[src/rtl/apu_div_pkg.sv]
// Shared encodings for the APU divider channels: the RUN/HALT channel state
// and the periodic/one-shot mode selector.
package apu_div_pkg;

  typedef enum logic {
    ST_RUN  = 1'b0,
    ST_HALT = 1'b1
  } chan_state_e;

  localparam logic MODE_PERIODIC = 1'b0;
  localparam logic MODE_ONESHOT  = 1'b1;

endpackage

[src/rtl/apu_div_chan.sv]
// One divider channel: counts ticks down from a reloadable period and raises a
// same-cycle pulse when a tick lands on a zero count while running.
module apu_div_chan
  import apu_div_pkg::*;
#(
  parameter int PERIOD_BITS = 16
) (
  input  logic                   clk,
  input  logic                   rst,
  input  logic                   tick,
  input  logic                   reload,
  input  logic [PERIOD_BITS-1:0] period,
  input  logic                   mode,
  output logic                   pulse,
  output logic                   active,
  output logic [PERIOD_BITS-1:0] cnt
);

  chan_state_e            state_q, state_d;
  logic [PERIOD_BITS-1:0] cnt_q, cnt_d;

  always_ff @(posedge clk or posedge rst) begin
    if (rst) begin
      state_q <= ST_RUN;
      cnt_q   <= '0;
    end else begin
      state_q <= state_d;
      cnt_q   <= cnt_d;
    end
  end

  // Mode only matters at terminal count, so a mid-count change waits for zero.
  // The pulse is independent of reload: a coincident reload still lets it out.
  always_comb begin
    state_d = state_q;
    cnt_d   = cnt_q;
    pulse   = tick && (cnt_q == '0) && (state_q == ST_RUN);
    if (reload) begin
      cnt_d   = period;
      state_d = ST_RUN;
    end else if ((state_q == ST_RUN) && tick) begin
      if (cnt_q == '0) begin
        if (mode == MODE_ONESHOT) begin
          state_d = ST_HALT;
        end else begin
          cnt_d = period;
        end
      end else begin
        cnt_d = cnt_q - PERIOD_BITS'(1);
      end
    end
  end

  assign active = (state_q == ST_RUN);
  assign cnt    = cnt_q;

endmodule

[src/rtl/apu_divn.sv]
// Bank of independent divider channels sharing one tick; a channel may instead
// take its tick from the previous channel's pulse, forming a combinational chain.
module apu_divn
  import apu_div_pkg::*;
#(
  parameter int PERIOD_BITS = 16,
  parameter int CHANNELS    = 4
) (
  input  logic                            clk_in,
  input  logic                            rst_in,
  input  logic                            pulse_in,
  input  logic [CHANNELS-1:0]             reload_in,
  input  logic [CHANNELS*PERIOD_BITS-1:0] period_in,
  input  logic [CHANNELS-1:0]             mode_in,
  input  logic [CHANNELS-1:0]             enable_in,
  input  logic [CHANNELS-1:0]             cascade_in,
  output logic [CHANNELS-1:0]             pulse_out,
  output logic [CHANNELS-1:0]             active_out,
  output logic [CHANNELS*PERIOD_BITS-1:0] cnt_out
);

  for (genvar i = 0; i < CHANNELS; i++) begin : chan_g
    logic                   src;
    logic                   tick;
    logic                   pulse;
    logic                   active;
    logic [PERIOD_BITS-1:0] cnt;

    // Channel 0 has no upstream neighbour, so its cascade bit has no meaning.
    if (i == 0) begin : src0_g
      logic unused_cascade;
      assign unused_cascade = cascade_in[0];
      assign src = pulse_in;
    end else begin : srcn_g
      assign src = cascade_in[i] ? chan_g[i-1].pulse : pulse_in;
    end

    assign tick = enable_in[i] & src;

    apu_div_chan #(
      .PERIOD_BITS(PERIOD_BITS)
    ) u_chan (
      .clk    (clk_in),
      .rst    (rst_in),
      .tick   (tick),
      .reload (reload_in[i]),
      .period (period_in[i*PERIOD_BITS +: PERIOD_BITS]),
      .mode   (mode_in[i]),
      .pulse  (pulse),
      .active (active),
      .cnt    (cnt)
    );

    assign pulse_out[i]                          = pulse;
    assign active_out[i]                         = active;
    assign cnt_out[i*PERIOD_BITS +: PERIOD_BITS] = cnt;
  end

endmodule

[config.mk]
export PLATFORM = sky130hd
export DESIGN_NAME = apu_divn
export DESIGN_NICKNAME = d
export VERILOG_FILES = /design/src/rtl/apu_div_pkg.sv /design/src/rtl/apu_div_chan.sv /design/src/rtl/apu_divn.sv
export SDC_FILE = /design/constraint.sdc
export NUM_CORES = 1
export LEC_CHECK = 0
export CORE_MARGIN = 10
export CORE_UTILIZATION = 50
export DETAILED_ROUTE_END_ITERATION = 7
export PLACE_DENSITY = 0.92
export SLEW_MARGIN = 5
export SYNTH_ARGS = -nofsm -noshare
export SYNTH_HDL_FRONTEND = slang
export SYNTH_SLANG_ARGS = --single-unit
[constraint.sdc]
create_clock -name clk_in -period 9 [get_ports clk_in]
set_input_delay 1.8 -clock clk_in [delete_from_list [all_inputs] [get_ports clk_in]]
set_output_delay 1.8 -clock clk_in [all_outputs]
set_load 0.02 [all_outputs]
After elaboration in Yosys (flattened, before gate mapping). Cells that the tools add are included.

Eq/ne operators: 4. Magnitude comparators: 0. $add $sub $neg: 4. $mul: 0. Shift-type cells: 0. Bitwise operators: 8. Muxes and demuxes: 35. Reduce and logical (&&, ||, !) cells: 36. Div/mod/pow operators: 0.

Operators with widths (number): $mux 16 (16); $logic_not 16->1 (4); $sub 16x1->16 const B (4); $reduce_bool 2->1 (12); $mux 1 (19); $logic_and 1x1->1 (12); $ne 3x3->1 const B (4); $reduce_and 3->1 (4); $reduce_and 2->1 (4); $and 1x1->1 (4); $not 1->1 (4).

Bits in latches: 0. ROM bits: 0. Output and inout port bits: 72. Flip-flop bits (word level): 68. Memories: 0. Logic and storage cells: 95. Bits in writable memories: 0.

Longest topological paths before layout.
Depth after elaboration: 16. Gate-level depth with buffers: 12.

Modules after synthesis. From an unflattened synthesis, not the netlist that was laid out.

Cell total of the unflattened synthesis: 575. Area, all modules: 5107.4 sq um.

Modules (own cells, without submodules): apu_div_chan (chan_g[0].u_chan ...) (instances 2, cells an instance 137, area an instance 1255.0 sq um, seq. area each 425.4 sq um); apu_div_chan (chan_g[2].u_chan) (instances 1, cells an instance 143, area an instance 1256.2 sq um, seq. area each 425.4 sq um); apu_div_chan (chan_g[3].u_chan) (instances 1, cells an instance 143, area an instance 1226.2 sq um, seq. area each 425.4 sq um); apu_divn (instances 1, cells an instance 15, area an instance 115.1 sq um, seq. area each 0.0 sq um).

Worst setup path before layout. OpenSTA, ideal clock, no wires.

Kind: input to output. Start: input pulse_in. End: output pulse_out[2]. Path slack: 4.210 ns. Stages on the path: 7. Arrival time: 2.990 ns. Buffers on the path: 2. Path through: and3b_1 > nand3_1 > o21ai_0 > a21o_1 > buf_2 > nor2b_1 > buf_4.

Word-level cells in the longest chain between the ends: 11.

RTL lines: start: declaration (line apu_divn.sv:11) `input logic pulse_in,`; $and 1x1->1 (line apu_divn.sv:38) `assign tick = enable_in[i] & src;`; $logic_and 1x1->1 (2 in series) (line apu_div_chan.sv:37) `pulse = tick && (cnt_q == '0) && (state_q == ST_RUN);`; $mux 1 (line apu_divn.sv:35) `assign src = cascade_in[i] ? chan_g[i-1].pulse : pulse_in;`; $and 1x1->1 (line apu_divn.sv:38); $logic_and 1x1->1 (2 in series) (line apu_div_chan.sv:37); $mux 1 (*) (line apu_divn.sv:35); $and 1x1->1 (*) (line apu_divn.sv:38); $logic_and 1x1->1 (*) (2 in series) (line apu_div_chan.sv:37); end: declaration (line apu_divn.sv:17) `output logic [CHANNELS-1:0] pulse_out,`.

Every way passes the cells marked *; elsewhere a longest branch is shown, timed or not.

Final worst setup path. Same ends and word-level chain as after synthesis.

==> summary.md <==
| Metric | Value |
|---|---|
| Min Tclk post-route | `6.33 ns` |
| Yosys Warn Count | `0` |
| Clock Skew | `0.0151 ns` |
| Synth cell count leaders | `nor2_1 (70), dfrtp_1 (68), a21oi_1 (61), o21ai_0 (59), nand2_1 (38)` |
| Starting DRC count in detailed routing | `492` |
| Global route total overflow | `0` |
| Cts repair resizes | `0` |
| Place WS | `2.71 ns` |
| Flop and latch count out of synthesis | `68` |
| Fill cell total of the finished layout | `659` |
| Cts bufs inserted | `9` |
| Leak Pwr | `2.39 nW` |
| P_int | `647 µW` |
| Worst skew pair latency | `0.34 ns` |
| Rows | `34` |
| Final setup viols | `0` |
| Setup slack after layout | `2.67 ns` |
| Sink Count | `68` |
| DP HPWL | `11,500 µm` |
| Delay-heaviest family, CP | `buffers and inverters` |
| Most numerous cell in the Yosys netlist | `nor2_1` |
| WL/cell | `18.7 µm` |
| Largest net degree at the start of global routing | `69` |
| Hold WC Path Type | `register to register` |
| Post-CTS setup buffers | `0` |
| Ys async rst share | `100%` |
| Synth cell types | `58` |
| Final Cycle Share | `70.4%` |
| Crit Path Class | `input pin to output port` |
| Min Hold Slack | `0.510 ns` |
| Port-buffer cells | `153` |
| Mapped cell area | `4500 µm²` |
| Clock transition at the registers of the reported paths | `0.07 ns` |
| Final hold vios | `0` |
| Critical Path Most Common Cell | `clkdlybuf4s50_1` |
| Top_reg_cell synth | `dfrtp_1` |
| Antenna Nets Post-Route | `0` |
| GR Layer Usage met2 | `36.1%` |
| Placed Cells incl. Taps | `805` |
| Combinational fraction of design power | `32.7%` |
| Detailed Routing Iterations Pass 1 | `6` |
| WP data required | `7.20 ns` |
| DR vias/cell | `6.29` |
| CP Buf/Inv Count | `2` |
| Share of cells above drive strength 1 | `3.93%` |
| Post-synthesis cell count | `574` |
| RSZ-0062 raised after global routing | `no` |
| Crit end category | `output port` |
| Crit-path max FO | `11` |
| GRT busiest layer | `met2` |
| H-Tree Depth | `3` |
| Vias in the first global route | `5,085` |
| Vias after detailed routing | `5,155` |
| Crit path max-delay cell type | `clkdlybuf4s50_1` |
| Status | `finished, final reports clean` |
| Crit path DAT | `4.53 ns` |
| Routed WL | `15,300 µm` |
| Core Area | `8720 µm²` |
| Max-slew headroom | `19.5%` |
| Maximum Capacitance Violations | `0` |
| CTS Root Cell | `clkbuf_8` |
| Yosys top cell area share | `37.8%` |
| Clock Path Buffers | `2` |
| P per Cell Area | `160 nW/µm²` |
| Initial Util | `51.6%` |
| Max incr delay on CP | `0.62 ns` |
| Die X | `115 µm` |
| I/O Pins | `155` |
| EDFF count, synth | `0` |
| Antenna violations before repair | `0` |
| Final cell count without fillers | `820` |
| Synth Area per Inst | `7.84 µm²` |
| Slew @ Worst Pin | `1.21 ns` |
| Clk network pwr share | `26.7%` |
| Synth-to-layout area growth | `38.4%` |
| CP cell instances | `clkdlybuf4s50_1 -> and3b_1 -> nand3_1 -> o21ai_0 -> a21o_1 -> nor2b_1 -> clkdlybuf4s50_1` |
| Hold-fix buffers, CTS | `0` |
| Setup TNS | `0 ns` |
| ANT cells | `0` |
| Total die area | `13,200 µm²` |
| Die height | `115 µm` |
| Synthesized net count | `665` |
| Most area-consuming cells after synthesis | `dfrtp_1 (38%), a21oi_1 (6.8%), o21ai_0 (6.6%)` |
| Fmax | `158 MHz` |
| Critical path launch point type | `input pin` |
| Routability Congestion | `0.931` |
| Grt met3 use | `6.35%` |
| Sequential area share after synthesis | `37.8%` |
| Final-stage net count | `799` |
| P_sw | `348 µW` |
| Global-route wire length before repair | `24,400 µm` |
| CTS tree | `yes` |
| Pins over their slew limit | `0` |
| GRT met1 Usage | `27.4%` |
| Peak VDD IR | `98.3 µV` |
| Switching Share | `35.0%` |
| DRC viols | `0` |
| Seq pwr share | `40.6%` |
| GRT Util Overall | `22.2%` |
| Top cell type by total area after synthesis | `dfrtp_1` |
==> power by group through the flow <==
| stage | combinational, mW | sequential (mW) | clock, mW |
|---|---|---|---|
| floorplan | 0.122 | 0.444 | 0 |
| global placement | 0.316 | 0.404 | 0 |
| detailed placement | 0.324 | 0.408 | 0 |
| CTS | 0.326 | 0.402 | 0.267 |
| global route | 0.353 | 0.412 | 0.281 |
| finish | 0.325 | 0.404 | 0.266 |
==> through the flow <==
stage	area [µm²]	power [mW]	utilization [%]
floorplan	4500	0.567	-
global placement	6020	0.720	69.1
detailed placement	6020	0.731	69.1
CTS	6230	0.995	71.4
global route	6230	1.05	71.4
finish	6230	0.995	71.4
==> final cells by class <==
| type | instances | area (µm²) | share of cell area [%] |
|---|---|---|---|
| Tap cell | 108 | 135 | 2.17 |
| Inverter | 33 | 124 | 1.99 |
| Clock inverter | 1 | 30.0 | 0.482 |
| Sequential cell | 68 | 1700 | 27.3 |
| Timing Repair Buffer | 154 | 1540 | 24.7 |
| Multi-Input combinational cell | 442 | 2520 | 40.5 |
| Clock buffer | 14 | 173 | 2.77 |
==> worst register-to-register path: cells and delay by family (launching register included) <==
kind                       cells  cell delay, ns
and+or+nand+nor                5            2.04
AOI/OAI and AO/OA              2            0.53
DFF                            1            0.43
adders and majority gates      1            0.15
buffers and inverters          1            0.12
==> registers in the layout, indices dropped and copies added (netlist names) <==
register,count
chan_g.u_chan.state_q,4
chan_g.u_chan.cnt,64
==> per-layer routing <==
metal / share of wire [%] / wire (µm)
met2: 48 / 7360
met3: 9.6 / 1470
met4: 2.1 / 318
met5: 0 / 0
met1: 40 / 6200
==> logic make-up after synthesis <==
logic type,Yosys count,share of synthesized area (%)
DFF,68,37.8
and+or+nand+nor,234,26.7
adders and majority gates,8,2.22
buffers and inverters,64,6.23
AOI/OAI and AO/OA,200,27.0
==> cells in the final DEF, fill, tap and decap left out, types with 3 or more instances in the layout <==
cell type and n:
o31ai_1 3, or3_1 9, and4_1 4, dfrtp_1 68
a21oi_1 59, or4_1 6, o32ai_1 5, nand4_1 8
a22oi_1 14, o221a_2 3, clkdlybuf4s50_1 153, nand2_1 38
and2_1 6, nand3_1 19, nor2b_1 3, nor2_1 70
inv_1 31, or2_2 3, o22a_1 5, a221oi_1 4
ha_1 8, nor3b_1 3, nor3_1 34, clkbuf_8 12
a31oi_1 11, nor4_1 14, a21o_1 3, o211ai_1 7
o21ai_0 59, o22ai_1 10
==> path summary, 6_finish.rpt <==
path | from | to | slack [ns] | cells after the start
setup / recovery | pulse_in | pulse_out[2] | 2.67 | 7
hold / removal | chan_g[0].u_chan.cnt[11] | chan_g[0].u_chan.cnt[11] | 0.51 | 2
setup reg to reg | chan_g[2].u_chan.cnt[0] | chan_g[3].u_chan.cnt[12] | 5.65 | 9
hold reg to reg | chan_g[0].u_chan.cnt[11] | chan_g[0].u_chan.cnt[11] | 0.51 | 2
max in group asynchronous | rst_in | chan_g[0].u_chan.cnt[2] | 6.36 | 3
min in group asynchronous | rst_in | chan_g[1].u_chan.cnt[11] | 2.04 | 3
No activity file was read; power rests on OpenSTA's default activity.
